$ cat src/rtl/payload_match_chain.sv
// Configurable single-pattern match chain: one state cell per pattern position,
// plus a first-match offset capture and a saturating match counter.

module pmc_state_cell #(
  parameter int               NUM_CLASSES = 48,
  parameter int               CLS_W       = 6,
  parameter logic [CLS_W-1:0] SEL         = '0,
  parameter bit               LOOP        = 1'b0
) (
  input  logic                   clk,
  input  logic                   sod,
  input  logic                   en,
  input  logic [NUM_CLASSES-1:0] in_class,
  input  logic                   prev,
  output logic                   nxt,
  output logic                   state
);
  // An out-of-range class index yields an empty mask, so the state never activates.
  localparam logic [NUM_CLASSES-1:0] SEL_MASK =
    (int'(SEL) < NUM_CLASSES) ? (NUM_CLASSES'(1) << SEL) : '0;

  logic hit;
  assign hit = |(in_class & SEL_MASK);
  assign nxt = hit & (prev | (LOOP & state));

  always_ff @(posedge clk or posedge sod) begin
    if (sod)     state <= 1'b0;
    else if (en) state <= nxt;
  end
endmodule

module payload_match_chain #(
  parameter int                          NUM_STATES  = 15,
  parameter int                          NUM_CLASSES = 48,
  parameter int                          CLS_W       = 6,
  parameter logic [NUM_STATES*CLS_W-1:0] CLASS_SEL   = {6'd35, 6'd7, 6'd6, 6'd12, 6'd13,
                                                        6'd25, 6'd8, 6'd19, 6'd15, 6'd4,
                                                        6'd5, 6'd21, 6'd29, 6'd25, 6'd46},
  parameter logic [NUM_STATES-1:0]       LOOP_MASK   = 15'b000_0100_0000_0000,
  parameter int                          ANCHORED    = 0,
  parameter int                          OFS_W       = 16,
  parameter int                          CNT_W       = 8
) (
  input  logic                   clk,
  input  logic                   sod,
  input  logic                   en,
  input  logic [NUM_CLASSES-1:0] in_class,
  output logic                   match,
  output logic                   match_pulse,
  output logic [OFS_W-1:0]       match_offset,
  output logic [CNT_W-1:0]       match_count,
  output logic [NUM_STATES-1:0]  state_vec
);
  logic                  first;
  logic [OFS_W-1:0]      ofs;
  logic                  seed;
  logic                  done;
  logic [NUM_STATES-1:0] chain_in;
  logic [NUM_STATES-1:0] next_state;

  assign seed = (ANCHORED != 0) ? first : 1'b1;

  genvar i;
  generate
    for (i = 0; i < NUM_STATES; i++) begin : g_st
      if (i == 0) begin : g_head
        assign chain_in[i] = seed;
      end else begin : g_body
        assign chain_in[i] = state_vec[i-1];
      end
      pmc_state_cell #(
        .NUM_CLASSES (NUM_CLASSES),
        .CLS_W       (CLS_W),
        .SEL         (CLASS_SEL[i*CLS_W +: CLS_W]),
        .LOOP        (LOOP_MASK[i])
      ) u_cell (
        .clk      (clk),
        .sod      (sod),
        .en       (en),
        .in_class (in_class),
        .prev     (chain_in[i]),
        .nxt      (next_state[i]),
        .state    (state_vec[i])
      );
    end
  endgenerate

  // Completion is taken from the next-state value so match lands on the same edge.
  assign done = en & next_state[NUM_STATES-1];

  always_ff @(posedge clk or posedge sod) begin
    if (sod) begin
      first        <= 1'b1;
      ofs          <= '0;
      match        <= 1'b0;
      match_pulse  <= 1'b0;
      match_offset <= '0;
      match_count  <= '0;
    end else begin
      match_pulse <= done & ~match;
      if (en) begin
        first <= 1'b0;
        if (ofs != '1) ofs <= ofs + 1'b1;
      end
      if (done) begin
        if (!match) begin
          match        <= 1'b1;
          match_offset <= ofs;
        end
        if (match_count != '1) match_count <= match_count + 1'b1;
      end
    end
  end
endmodule

$ cat config.mk
export PLATFORM = sky130hd
export DESIGN_NAME = payload_match_chain
export DESIGN_NICKNAME = d
export VERILOG_FILES = /design/src/rtl/payload_match_chain.sv
export SDC_FILE = /design/constraint.sdc
export NUM_CORES = 1
export LEC_CHECK = 0
export ABC_CLOCK_PERIOD_IN_PS = 3700
export BUFFER_PORTS_ARGS = -buffer_cell sky130_fd_sc_hd__buf_4
export CAP_MARGIN = 0
export CORE_UTILIZATION = 50
export DETAILED_ROUTE_END_ITERATION = 12
export GPL_TIMING_DRIVEN = 0
export HOLD_SLACK_MARGIN = 0.02
export PLACE_DENSITY = 0.79
export SLEW_MARGIN = 30
export SYNTH_ARGS = -nofsm -noshare
export SYNTH_HDL_FRONTEND = slang
export SYNTH_HIERARCHICAL = 1
export SYNTH_SLANG_ARGS = --single-unit
$ cat constraint.sdc
create_clock -name clk -period 3.7 [get_ports clk]
set_input_delay 0.74 -clock clk [delete_from_list [all_inputs] [get_ports clk]]
set_output_delay 0.74 -clock clk [all_outputs]
set_load 0.02 [all_outputs]
# Yosys cells after proc, flatten, opt, wreduce, memory -nomap -nowiden
# Cells that the tools add are included.
dict set report totals {
  register_bits 57
  output_inout_bits 41
  elab_cells 45
}
dict set report op_classes {
  addsub 2
  eq_ne 2
  bitwise_logic 18
  n_reduce_logical 3
}
# cell n
set ops {}
lappend ops {{16-bit by 1-bit adder with 16-bit output (second input constant)} 1}
lappend ops {{1-bit AND} 16}
lappend ops {{16-bit inequality test (second input constant)} 1}
lappend ops {{8-bit by 1-bit adder with 8-bit output (second input constant)} 1}
lappend ops {{8-bit inequality test (second input constant)} 1}
lappend ops {{2-bit AND reduction} 3}
lappend ops {{1-bit NOT} 1}
lappend ops {{1-bit OR} 1}

# Logic depth before layout (Yosys ltp)
# Gate-level depths: netlist of the first run.
dict set report depth {
  ltp_word 3
  ltp_mapped 8
}

# Cells and area by module
# The synthesis of the first run kept the hierarchy.
# module instances cells_per_inst area_per_inst_um2 seq_area_each_um2
set by_module_without_submodules {}
lappend by_module_without_submodules {payload_match_chain 1 183 1953.1 1051.0}
lappend by_module_without_submodules {{pmc_state_cell (g_st[0].u_cell ...)} 14 4 52.6 25.0}
lappend by_module_without_submodules {{pmc_state_cell (g_st[10].u_cell)} 1 7 50.0 25.0}

# Least setup slack after synthesis of the first run
# No wires, ideal clock.
dict set report synth_timing {
  kind {input to register}
  start {input port in_class[35]}
  end {register match_offset[12]}
  setup_ns 0.117
  arrival_ns 1.590
  required_ns 3.583
  setup_slack_ns 1.993
  path_stages 8
  path_buffers 2
  path_cell_list {and2_4 -> nand2_2 -> or2_1 -> buf_2 -> clkinv_2 -> buf_6 -> nand2_1 -> nand2_1}
}
dict set report synth_between {
  elab_chain_len 3
}
# item line
set synth_rtl {}
lappend synth_rtl {{from (decl)} 47} ;# input logic [NUM_CLASSES-1:0] in_class,
lappend synth_rtl {{1-bit AND} 24} ;# assign nxt = hit & (prev | (LOOP & state));
lappend synth_rtl {{1-bit AND} 89} ;# assign done = en & next_state[NUM_STATES-1];
lappend synth_rtl {{2-bit AND reduction (no line)} n/a}
lappend synth_rtl {{to (signal assigned)} 108} ;# match_offset <= ofs;
lappend synth_rtl {{to (decl)} 50} ;# output logic [OFS_W-1:0] match_offset,
# Every way passes these cells.
# A chain may end at the register's enable or synchronous reset.

# Worst setup path in the final report of the first run
dict set report layout_timing {
  start {input port en}
  end {register match_offset[11]}
}
dict set report layout_between {
  elab_chain_len 2
}
# item line
set layout_rtl {}
lappend layout_rtl {{from (decl)} 46} ;# input logic en,
lappend layout_rtl {{1-bit AND} 89}
lappend layout_rtl {{2-bit AND reduction (no line)} n/a}
# Every way passes these cells.

==> results.yml, run 1 <==
synthesis:
  synth_area_um2: 2730
  synth-warning-count: 6
  synth_nets: 297
  netlist_instances: 244
  syn_avg_cell_area_um2: 11.2
setup_path:
  cp-end-kind: "flop"
  r2r_start: "ofs[0]$_DFFE_PP0P_"
  crit_end: "match_offset[11]$_DFFE_PP0P_"
  ff2ff_setup_slack_ps: 2030
  critPathMaxFanout: 17
  reg2regPathDepth: 5
  critPathLaunchType: "input pin"
  worstSetupStartpoint: "en"
  required_ps: 3970
  crit_type: "in -> reg"
  worstPathArrival_ps: 2110
  timing.rr.end: "ofs[14]$_DFFE_PP0P_"
grt:
  grt_pass1_vias: 2014
  grt_overflow: 0
  gr-usage-met1: 0.238
  antenna_found_initial: 0
  grt_max_degree: 26
  grt_pass1_wl_mm: 8.89
  grt-busiest-layer: "met2"
  globalRouteTotalUtil: 0.196
  grtUsageMet3: 0.0627
  met2_usage: 0.325
layout:
  diodes: 0
  area_growth_pct: 25.4
  fin_nets: 366
  drive_gt1_frac: 0.392
cts:
  cts.path.max_buffers: 2
  cts_root_buf: "clkbuf_8"
  clk_latency_ps: 330
  cts_buffers: 9
  htreeDepth: 3
  cts_resized: 0
  cts_tree: "built"
  path_clk_slew_ps: 60
  postCtsSetupRepairBufs: 0
  cts.sinks: 57
  hold_buffers: 0
floorplanning:
  rows: 26
  initial_core_util: 0.528
  die-width_um: 75.9
  ios: 92
  design.die.area_um2: 5760
  fp.dieH_um: 75.9
  core-area_um2: 5170
power_and_ir_drop:
  ir_drop_mv: 0.198
  clkPwrFrac: 0.333
  power_frac_seq: 0.545
  pwr-share-comb: 0.122
  intPower_uw: 985
  powerDensity_nw_per_um2: 399
  leakage_uw: 0.00184
  p_switching_uw: 382
  swShare: 0.279
timing:
  fin_crit_ps: 1850
  finalSetupTns_ps: 0
  hold_viol: 0
  fmax_mhz: 542
  finalCritPeriodShare: 0.499
  skew_ps: 6.40
  rsz0062_at_grt: "false"
  fin_ws_ps: 1850
  setup_viol: 0
  slew_violations: 0
placement:
  dp_slack_ps: 1540
  portBuffers: 57
  dpl.hpwl_mm: 3.50
  gp_congestion: 0.795
job:
  maxCapViolCount: 0
routing:
  dr.pass1.iters: 4
  vias: 1885
  route.detailed.drc: 0
  drt-total-wl_mm: 4.81
  post_drt_wl_per_cell_um: 12.5
  drt.antenna.violating_nets: 0
  drt_iter0_drc: 78
  vias_per_cell: 4.88
run_status:
  status: "finished, final reports clean"
min_path:
  hp-class: "in -> async"
[routing by layer]
metal	routed length [µm]	up-vias
met4	83	0
met3	243	10
met2	2300	38
li1	-	938
met1	2180	899
met5	0	-
[critical path: stages]
cell and delay [ps]:
buf_4 270, buf_6 190, nand2_2 110, or2_1 220, buf_2 180, clkinv_2 130, buf_6 150, nand2_1 60
nand2_1 60
[state kept, by name, indices dropped and copies added (netlist names)]
signal,count
g_st.u_cell/state,15
match,1
match_count,8
match_offset,16
match_pulse,1
ofs,16
[final cells by class]
cell class / count / area [µm²]
well taps: 70 / 87.6
fillers: 425 / 1750
repair buffers: 58 / 455
multi-input cells: 164 / 1200
plain buffers: 4 / 32.5
clock buffers: 10 / 128
clock inverters: 4 / 22.5
flip-flops and latches: 57 / 1430
inverters: 19 / 72.6
[through the flow]
step                hold WS, ps  instances  instance area [µm²]  power (µW)  utilization
finish                      328        386                 3420        1370        0.662
global route                319        386                 3420        1440        0.662
detailed placement          464        372                 3270         923        0.633
global placement            459        371                 3250         912        0.628
CTS                         309        386                 3420        1380        0.662
floorplan                   469        244                 2730         860            -
[worst min path at each step]
stage | from | to | slack (ps)
final | sod | g_st[4].u_cell/state$_DFFE_PP0P_ | 330
after global routing | sod | g_st[6].u_cell/state$_DFFE_PP0P_ | 320
after CTS | sod | g_st[4].u_cell/state$_DFFE_PP0P_ | 310
after detailed placement | match_offset[5]$_DFFE_PP0P_ | match_offset[5]$_DFFE_PP0P_ | 460
after global placement | match_offset[1]$_DFFE_PP0P_ | match_offset[1]$_DFFE_PP0P_ | 460
after floorplan | sod | g_st[0].u_cell/state$_DFFE_PP0P_ | 470
[power by group through the flow]
| stage | Sequential (µW) | Combinational (µW) | Clock [µW] |
|---|---|---|---|
| 3_3_place_gp | 752 | 160 | 0 |
| 4_1_cts | 743 | 169 | 470 |
| 5_1_grt | 753 | 186 | 500 |
| 2_1_floorplan | 743 | 118 | 0 |
| 3_5_place_dp | 754 | 169 | 0 |
| 6_report | 745 | 167 | 455 |
[cells in the final DEF, fill, tap and decap left out, drive strengths merged]
master and instances:
o31ai 1, a31oi 2, nor3 2, nand4 8, clkbuf 10, and3 5, dfrtp 57, or2 1
mux2 21, xor2 6, ha 2, a41oi 1, o21ai 1, conb 1, buf 62, nand3 10
nand2b 4, inv 18, o21a 1, mux2i 1, and4 3, and2 16, nor4 3, xnor2 6
nor2 4, clkinvlp 1, nand2 58, a21oi 7, clkinv 4
Note: power is estimated with default switching activity, not from simulation.
==> run 2: changes to the inputs <==
--- a/config.mk
+++ b/config.mk
@@ -5,7 +5,7 @@
 export SDC_FILE = /design/constraint.sdc
 export NUM_CORES = 1
 export LEC_CHECK = 0
-export ABC_CLOCK_PERIOD_IN_PS = 3700
+export ABC_CLOCK_PERIOD_IN_PS = 1750
 export BUFFER_PORTS_ARGS = -buffer_cell sky130_fd_sc_hd__buf_4
 export CAP_MARGIN = 0
 export CORE_UTILIZATION = 50
==> constraint.sdc (replaced) <==
create_clock -name clk -period 1.75 [get_ports clk]
set_input_delay 0.35 -clock clk [delete_from_list [all_inputs] [get_ports clk]]
set_output_delay 0.35 -clock clk [all_outputs]
set_load 0.02 [all_outputs]
==> run 2 against run 1 <==
Against the previous run:
- non-clock buffer count up 1
- clock skew about the same
- combinational power up 120%
- critical path type is now reg -> reg
- critical endpoint unchanged
- largest cell class unchanged
==> results.yml, run 2 (synthesis results as in run 1) <==
timing:
  slew_violations: 0
  fmax_mhz: 641
  finalCritPeriodShare: 0.892
  fin_crit_ps: 1560
  rsz0062_at_grt: "false"
  whs_ps: 261
  skew_ps: 6.34
  setup_viol: 0
  hold_viol: 0
run_status:
  status: "finished, final reports clean"
setup_path:
  required_ps: 1970
  critPathMaxFanout: 10
  cp-end-kind: "flop"
  crit_path_max_incr_delay_ps: 400
  crit_type: "reg -> reg"
  cp_slowest_cell: "dfrtp_1"
  worstPathArrival_ps: 1780
  crit_top_cell: "nand2_1"
  critical_path.cell_chain: "and2_4 -> nand2_2 -> or2_1 -> buf_2 -> clkinv_2 -> buf_6 -> nand2_1 -> nand2_1"
  cpLargestDelayFamily: "buffers and inverters"
  crit_buf_inv: 3
  critPathLaunchType: "flop"
layout:
  final_cell_mix: "nand2_1 (57), dfrtp_1 (57), buf_4 (57), inv_1 (17), mux2_4 (16)"
  fin_nets: 367
  area_growth_pct: 25.8
  fillers: 423
  fin_util: 0.664
  diodes: 0
  drive_gt1_frac: 0.394
  reg.largest.list: "match_offset: 16 flops, ofs: 16 flops, g_st.u_cell/state: 15 flops"
floorplanning:
  ios: 92
  design.die.area_um2: 5760
  die-width_um: 75.9
  fp.dieH_um: 75.9
  initial_core_util: 0.528
  core-area_um2: 5170
  rows: 26
routing:
  drt-total-wl_mm: 4.85
  vias: 1892
  vias_per_cell: 4.89
  drt.antenna.violating_nets: 0
  dr.pass1.iters: 4
  route.detailed.drc: 0
  post_drt_wl_per_cell_um: 12.5
  drt_iter0_drc: 92
grt:
  globalRouteTotalUtil: 0.197
  grt_overflow: 0
  gr-usage-met1: 0.243
  grt-busiest-layer: "met2"
  grt_max_degree: 26
  grtUsageMet3: 0.0627
  grt_pass1_wl_mm: 8.95
  met2_usage: 0.322
  antenna_found_initial: 0
  grt_pass1_vias: 2019
cts:
  postCtsSetupRepairBufs: 0
  cts_tree: "built"
  htreeDepth: 3
  cts.path.max_buffers: 2
  path_clk_slew_ps: 60
  cts_root_buf: "clkbuf_8"
  cts_buffers: 9
  clk_latency_ps: 330
  cts.sinks: 57
placement:
  gp_congestion: 0.795
  portBuffers: 57
  dpl.hpwl_mm: 3.50
power_and_ir_drop:
  powerDensity_nw_per_um2: 842
  leakage_uw: 0.00184
  ir_drop_mv: 0.420
  finalPower_uw: 2900
job:
  maxCapViolCount: 0
min_path:
  hp-class: "in -> reg"
-- run 2: cell count changes in the layout (fill, tap and decap cells not counted) --
cell | before | now
ha_1 | 2 | 1
dlygate4sd3_1 | 0 | 1
ha_2 | 0 | 1
-- run 2: layer usage --
metal,up-vias,wire [µm]
met5,-,0
met2,38,2320
met3,10,243
li1,940,-
met1,904,2200
met4,0,83
-- run 2: final timing paths --
kind / startpoint / endpoint / slack [ps] / cells after the start
min: in_class[13] / g_st[10].u_cell/state$_DFFE_PP0P_ / 260 / 3
max: g_st[13].u_cell/state$_DFFE_PP0P_ / match_offset[11]$_DFFE_PP0P_ / 190 / 8
min in group asynchronous: sod / g_st[5].u_cell/state$_DFFE_PP0P_ / 520 / 3
max reg2reg: g_st[13].u_cell/state$_DFFE_PP0P_ / match_offset[11]$_DFFE_PP0P_ / 190 / 8
max in group asynchronous: sod / match_offset[3]$_DFFE_PP0P_ / 610 / 4
min reg2reg: match_offset[13]$_DFFE_PP0P_ / match_offset[13]$_DFFE_PP0P_ / 470 / 2
-- run 2: final cells by class --
class	count	area [µm²]	area share
Sequential cell	57	1430	0.415
Multi-Input combinational cell	164	1200	0.350
Timing Repair Buffer	59	465	0.135
Clock buffer	10	128	0.0371
Tap cell	70	87.6	0.0255
Inverter	19	72.6	0.0211
Buffer	4	32.5	0.00946
Clock inverter	4	22.5	0.00655
-- run 2: timing repair --
action | CTS | global route
hold endpoints to repair | 15 | 0
gates resized for setup | 0 | 1
hold buffers | 1 | 0
setup endpoints to repair | 0 | 1
-- run 2: through the flow --
step           worst slack [ps]  std cells  setup TNS (ps)  area (µm²)
6_report                    189        387               0        3440
5_1_grt                    39.5        387               0        3440
4_1_cts                    71.6        387               0        3430
3_3_place_gp               -201        371           -8410        3250
3_5_place_dp              -23.5        372            -143        3270
2_1_floorplan               202        244               0        2730
-- run 2: power breakdown --
group	internal [µW]	total [µW]	switching (µW)
sequential	1410	1580	167
combinational	191	360	169
clock	489	960	471
total	2090	2900	807
-- run 2: worst reg2reg max path, stage by stage, from the launching register on --
cell	delay (ps)
dfrtp_1	400
and2_4	160
nand2_2	120
or2_1	120
buf_2	200
clkinv_2	170
buf_6	170
nand2_1	70
nand2_1	40
